$ cat src/rtl/fifo_write_arbiter.sv
// fifo_write_arbiter
//   Round-robin arbiter that shares the single write port of a CDC FIFO
//   among N_REQ valid/ready/last word streams in the FIFO write clock domain.
//   A grant covers one packet or at most MAX_BURST words, whichever ends
//   first. Each written word is tagged with the source index in its upper bits.
//
// Ports
//   i_clk          FIFO write clock
//   i_rst_n        asynchronous active-low reset
//   i_req_valid    per-requester word valid
//   i_req_data     requester k word at [k*WIDTH +: WIDTH]
//   i_req_last     per-requester end-of-packet marker
//   o_req_ready    per-requester accept strobe (only the granted bit can be set)
//   o_fifo_wen     FIFO write enable
//   o_fifo_wdata   {grant_id, payload}, zero when not writing
//   i_fifo_full    FIFO full flag
//   o_grant_valid  a requester holds the grant
//   o_grant_id     registered index of the granted requester
//
// State table
//   IDLE  | no grant held; pick the next valid requester after last_id
//   BURST | grant_id owns the write port until last, burst cap or valid drop

module fifo_write_arbiter #(
    parameter  int N_REQ     = 4,
    parameter  int WIDTH     = 8,
    parameter  int MAX_BURST = 4,
    localparam int ID_W      = (N_REQ > 2) ? $clog2(N_REQ) : 1,
    localparam int CNT_W     = $clog2(MAX_BURST + 1)
) (
    input  logic                   i_clk,
    input  logic                   i_rst_n,
    input  logic [N_REQ-1:0]       i_req_valid,
    input  logic [N_REQ*WIDTH-1:0] i_req_data,
    input  logic [N_REQ-1:0]       i_req_last,
    output logic [N_REQ-1:0]       o_req_ready,
    output logic                   o_fifo_wen,
    output logic [ID_W+WIDTH-1:0]  o_fifo_wdata,
    input  logic                   i_fifo_full,
    output logic                   o_grant_valid,
    output logic [ID_W-1:0]        o_grant_id
);

    typedef enum logic {
        IDLE  = 1'b0,
        BURST = 1'b1
    } state_t;

    state_t            state_q,     state_d;
    logic [ID_W-1:0]   grant_id_q,  grant_id_d;
    logic [ID_W-1:0]   last_id_q,   last_id_d;
    logic [CNT_W-1:0]  burst_cnt_q, burst_cnt_d;

    logic [WIDTH-1:0]  req_data_a [N_REQ];
    logic [ID_W-1:0]   cand;
    logic [ID_W-1:0]   sel_id;
    logic              sel_found;
    logic              gnt_valid;
    logic              gnt_last;
    logic              xfer;

    always_comb begin
        for (int k = 0; k < N_REQ; k++) begin
            req_data_a[k] = i_req_data[k*WIDTH +: WIDTH];
        end
    end

    // Scan from the farthest offset down to last_id+1 so the nearest valid
    // requester after the previous owner is the one left in sel_id.
    always_comb begin
        sel_found = 1'b0;
        sel_id    = '0;
        cand      = '0;
        for (int off = N_REQ; off >= 1; off--) begin
            cand = ID_W'((int'(last_id_q) + off) % N_REQ);
            if (i_req_valid[cand]) begin
                sel_found = 1'b1;
                sel_id    = cand;
            end
        end
    end

    assign gnt_valid = i_req_valid[grant_id_q];
    assign gnt_last  = i_req_last[grant_id_q];
    assign xfer      = (state_q == BURST) && gnt_valid && !i_fifo_full;

    always_comb begin
        state_d       = state_q;
        grant_id_d    = grant_id_q;
        last_id_d     = last_id_q;
        burst_cnt_d   = burst_cnt_q;
        o_req_ready   = '0;
        o_fifo_wen    = 1'b0;
        o_fifo_wdata  = '0;
        o_grant_valid = 1'b0;

        case (state_q)
            IDLE: begin
                if (sel_found) begin
                    grant_id_d  = sel_id;
                    burst_cnt_d = '0;
                    state_d     = BURST;
                end
            end
            BURST: begin
                o_grant_valid = 1'b1;
                if (xfer) begin
                    o_req_ready[grant_id_q] = 1'b1;
                    o_fifo_wen              = 1'b1;
                    o_fifo_wdata            = {grant_id_q, req_data_a[grant_id_q]};
                    burst_cnt_d             = burst_cnt_q + CNT_W'(1);
                    if (gnt_last || (burst_cnt_q == CNT_W'(MAX_BURST - 1))) begin
                        state_d   = IDLE;
                        last_id_d = grant_id_q;
                    end
                end else if (!gnt_valid) begin
                    // Requester went away mid-packet: give the port up even if full.
                    state_d   = IDLE;
                    last_id_d = grant_id_q;
                end
                // Full with valid high: hold grant and count.
            end
            default: begin
                state_d = IDLE;
            end
        endcase
    end

    always_ff @(posedge i_clk or negedge i_rst_n) begin
        if (!i_rst_n) begin
            state_q     <= IDLE;
            grant_id_q  <= '0;
            last_id_q   <= ID_W'(N_REQ - 1);
            burst_cnt_q <= '0;
        end else begin
            state_q     <= state_d;
            grant_id_q  <= grant_id_d;
            last_id_q   <= last_id_d;
            burst_cnt_q <= burst_cnt_d;
        end
    end

    assign o_grant_id = grant_id_q;

endmodule

$ cat config.mk
export PLATFORM = sky130hd
export DESIGN_NAME = fifo_write_arbiter
export DESIGN_NICKNAME = d
export VERILOG_FILES = /design/src/rtl/fifo_write_arbiter.sv
export SDC_FILE = /design/constraint.sdc
export NUM_CORES = 1
export LEC_CHECK = 0
export BUFFER_PORTS_ARGS = -buffer_cell sky130_fd_sc_hd__buf_4
export CORE_UTILIZATION = 29
export DETAILED_ROUTE_END_ITERATION = 10
export GPL_ROUTABILITY_DRIVEN = 0
export PLACE_DENSITY = 0.63
export SYNTH_ARGS = -nofsm -noshare
export SYNTH_HDL_FRONTEND = slang
export SYNTH_SLANG_ARGS = --single-unit
export TNS_END_PERCENT = 1
$ cat constraint.sdc
create_clock -name i_clk -period 4.4 [get_ports i_clk]
set_input_delay 0.44 -clock i_clk [delete_from_list [all_inputs] [get_ports i_clk]]
set_output_delay 0.44 -clock i_clk [all_outputs]
set_load 0.05 [all_outputs]
==> impl_metrics.env <==
export IMPL_synth_area_per_cell_um2=10.5
export IMPL_synth_top_area_share_pct=22.3
export IMPL_grt_overflow=0
export IMPL_crit_fanout=15
export IMPL_swShare_pct=50.2
export IMPL_max_slew_margin_pct=50.8
export IMPL_power_density_mw_per_mm2=595
export IMPL_p_int_mw=0.387
export IMPL_grt_pass1_vias=866
export IMPL_skew_ps=3.98
export IMPL_layout_drive_gt1_share_pct=57.2
export IMPL_synthCells=77
export IMPL_total_power_mw=0.776
export IMPL_io_pins=61
export IMPL_first_pass_iters=4
export IMPL_switchingPower_mw=0.390
export IMPL_power_leakage_nw=0.656
export IMPL_antenna_found_initial=0
export IMPL_clock_sinks=8
export IMPL_final_nets=184
export IMPL_synth_seq_cells=8
export IMPL_tns_ps=0
export IMPL_cap_violations=0
export IMPL_ant_nets=0
export IMPL_cts_root_buffer="clkbuf_4"
export IMPL_post_cts_setup_buffers=0
export IMPL_crit_path_start_kind="register"
export IMPL_max_freq_ghz=0.328
export IMPL_rsz0062_at_grt="no"
export IMPL_clkSlewWorstSetupHoldPaths_ps=60
export IMPL_slowest_delay_ps=820
export IMPL_routedWlPerCell_um=14.5
export IMPL_place_hpwl_um=1890
export IMPL_clockBufferDepth=2
export IMPL_setup_viol=0
export IMPL_r2r_setup_slack_ps=2170
export IMPL_seqPwrFrac_pct=25.2
export IMPL_synth_area_leaders="mux4_2 (22%), dfrtp_1 (19%), dfstp_2 (6.5%)"
export IMPL_fin_crit_ps=3050
export IMPL_finalMaxSlewViolations=0
export IMPL_grt_max_degree=17
export IMPL_route_detailed_drc=0
export IMPL_yosysWarnings=0
export IMPL_layout_commonest_cell="buf_4"
export IMPL_tightest_slew_ps=738
export IMPL_crit_slowest_cell="dfrtp_1"
export IMPL_final_cell_mix="buf_4 (60), mux4_2 (8), and2_1 (8), dfrtp_1 (6)"
export IMPL_drt_wl_total_um=2430
export IMPL_crit_arrival_ps=2610
export IMPL_initial_core_util_pct=31.7
export IMPL_viasPerCell=4.98
export IMPL_port_buffers=60
export IMPL_cts_tree="built"
export IMPL_yosys_area_top_type="mux4_2"
export IMPL_postCtsHoldBufs=1
export IMPL_pwr_share_comb_pct=66.2
export IMPL_die_h_um=54.8
export IMPL_cp_end_kind="output pin"
export IMPL_synthesis_nets=122
export IMPL_hold_viol_final=0
export IMPL_crit_required_ps=3960
export IMPL_post_route_period_util_pct=69.3
export IMPL_vias=836
export IMPL_critical_path_class="register to output pin"
export IMPL_post_cts_resized=0
export IMPL_ys_seq_area_share_pct=25.1
export IMPL_syn_to_final_growth_pct=61.6
export IMPL_synth_area_um2=807
export IMPL_die_w_um=54.8
export IMPL_core_area_mm2=0.00254
export IMPL_die_area_mm2=0.00300
export IMPL_synth_cell_types=33
export IMPL_gr_usage_all_layers_pct=18.7
export IMPL_hold_path_class="register to register"
export IMPL_rows=18
export IMPL_power_frac_clock_pct=8.6
export IMPL_worstPathCellList="mux4_2 > nand3b_1 > inv_2 > and2_1 > buf_4"
export IMPL_grt_pass1_wl_um=3820
export IMPL_worstSkewPairLatency_ps=270
export IMPL_status="finished clean"
export IMPL_ir_drop_mv=0.387
export IMPL_cts_buffers=3
export IMPL_htreeDepth=1
export IMPL_insertedDiodeCount=0
export IMPL_initialDrtViolationCount=4
## through the flow
| stage | area (µm²) | util [%] | hold slack, ps | std cells | worst slack [ps] |
|---|---|---|---|---|---|
| floorplan | 807 | - | 144 | 77 | 1460 |
| global placement | 1270 | 49.8 | 268 | 163 | 1650 |
| detailed placement | 1270 | 49.8 | 270 | 163 | 1580 |
| CTS | 1300 | 51.2 | 499 | 168 | 1290 |
| global route | 1300 | 51.2 | 535 | 168 | 1110 |
| finish | 1300 | 51.2 | 496 | 168 | 1350 |
## worst max-delay path: cells and delay by family (launching register included)
family        cells  cell delay, ps
flops             1             820
simple gates      2             550
mux               1             630
buf+inv           2             340
## path summary, 6_finish.rpt
path	from	endpoint	depth (start not counted)
setup reg to reg	o_grant_id[0]	burst_cnt_q[1]	5
hold reg to reg	burst_cnt_q[0]	burst_cnt_q[0]	1
min in group asynchronous	i_rst_n	o_grant_id[0]	2
max in group asynchronous	i_rst_n	last_id_q[0]	2
hold / removal	burst_cnt_q[0]	burst_cnt_q[0]	1
setup / recovery	o_grant_id[0]	o_fifo_wdata[6]	5
## area by class of cell
class                           instances  area [µm²]
Multi-Input combinational cell         59         554
Timing Repair Buffer                   61         460
Fill cell                             247        1240
Clock buffer                            4        26.3
Tap cell                               30        37.5
Inverter                                6        22.5
Sequential cell                         8         203
## cells in the mapped netlist
cell type,count
o31a_1,1
o21a_1,1
o31ai_1,1
a21boi_1,1
a21bo_1,1
a21oi_1,3
nand3_1,3
o21ai_0,1
nor2_1,5
buf_4,1
and2_1,8
inv_1,5
mux4_1,1
clkbuf_1,1
buf_6,1
mux2_4,2
buf_2,1
dfrtp_1,6
inv_2,1
nor3_1,4
nand2_1,5
a21o_1,1
o22ai_1,1
nand3b_1,1
mux2i_1,3
dfstp_2,2
a31oi_1,1
o21ai_1,2
ha_1,2
or3_4,1
mux4_2,8
nor2b_2,1
a31oi_4,1
## per-layer routing
layer	vias up	GRT usage (%)	share of wire [%]
met1	396	21.2	40
li1	407	-	-
met3	4	3.33	5.2
met2	29	32.7	53
met5	-	0	0
met4	0	9.83	1.9
## registers in the layout, summed over array words and instances, names as in the netlist
name,flops
state_q,1
last_id_q,2
burst_cnt_q,3
o_grant_id,2
## power groups by stage
| stage | Clock, mW | Combinational, mW | Sequential (mW) |
|---|---|---|---|
| floorplan | 0 | 0.391 | 0.195 |
| global placement | 0 | 0.512 | 0.199 |
| detailed placement | 0 | 0.517 | 0.200 |
| CTS | 0.0683 | 0.520 | 0.198 |
| global route | 0.0701 | 0.556 | 0.207 |
| finish | 0.0670 | 0.514 | 0.195 |
## kinds of logic after synthesis
logic type                 Yosys count  synth area share, %
adders and majority gates            2                 3.10
muxes                               14                 33.0
DFF                                  8                 25.1
buffers and inverters               10                 6.20
AOI/OAI and AO/OA                   15                 14.0
and+or+nand+nor                     28                 18.6
Note: power is estimated with default switching activity, not from simulation.
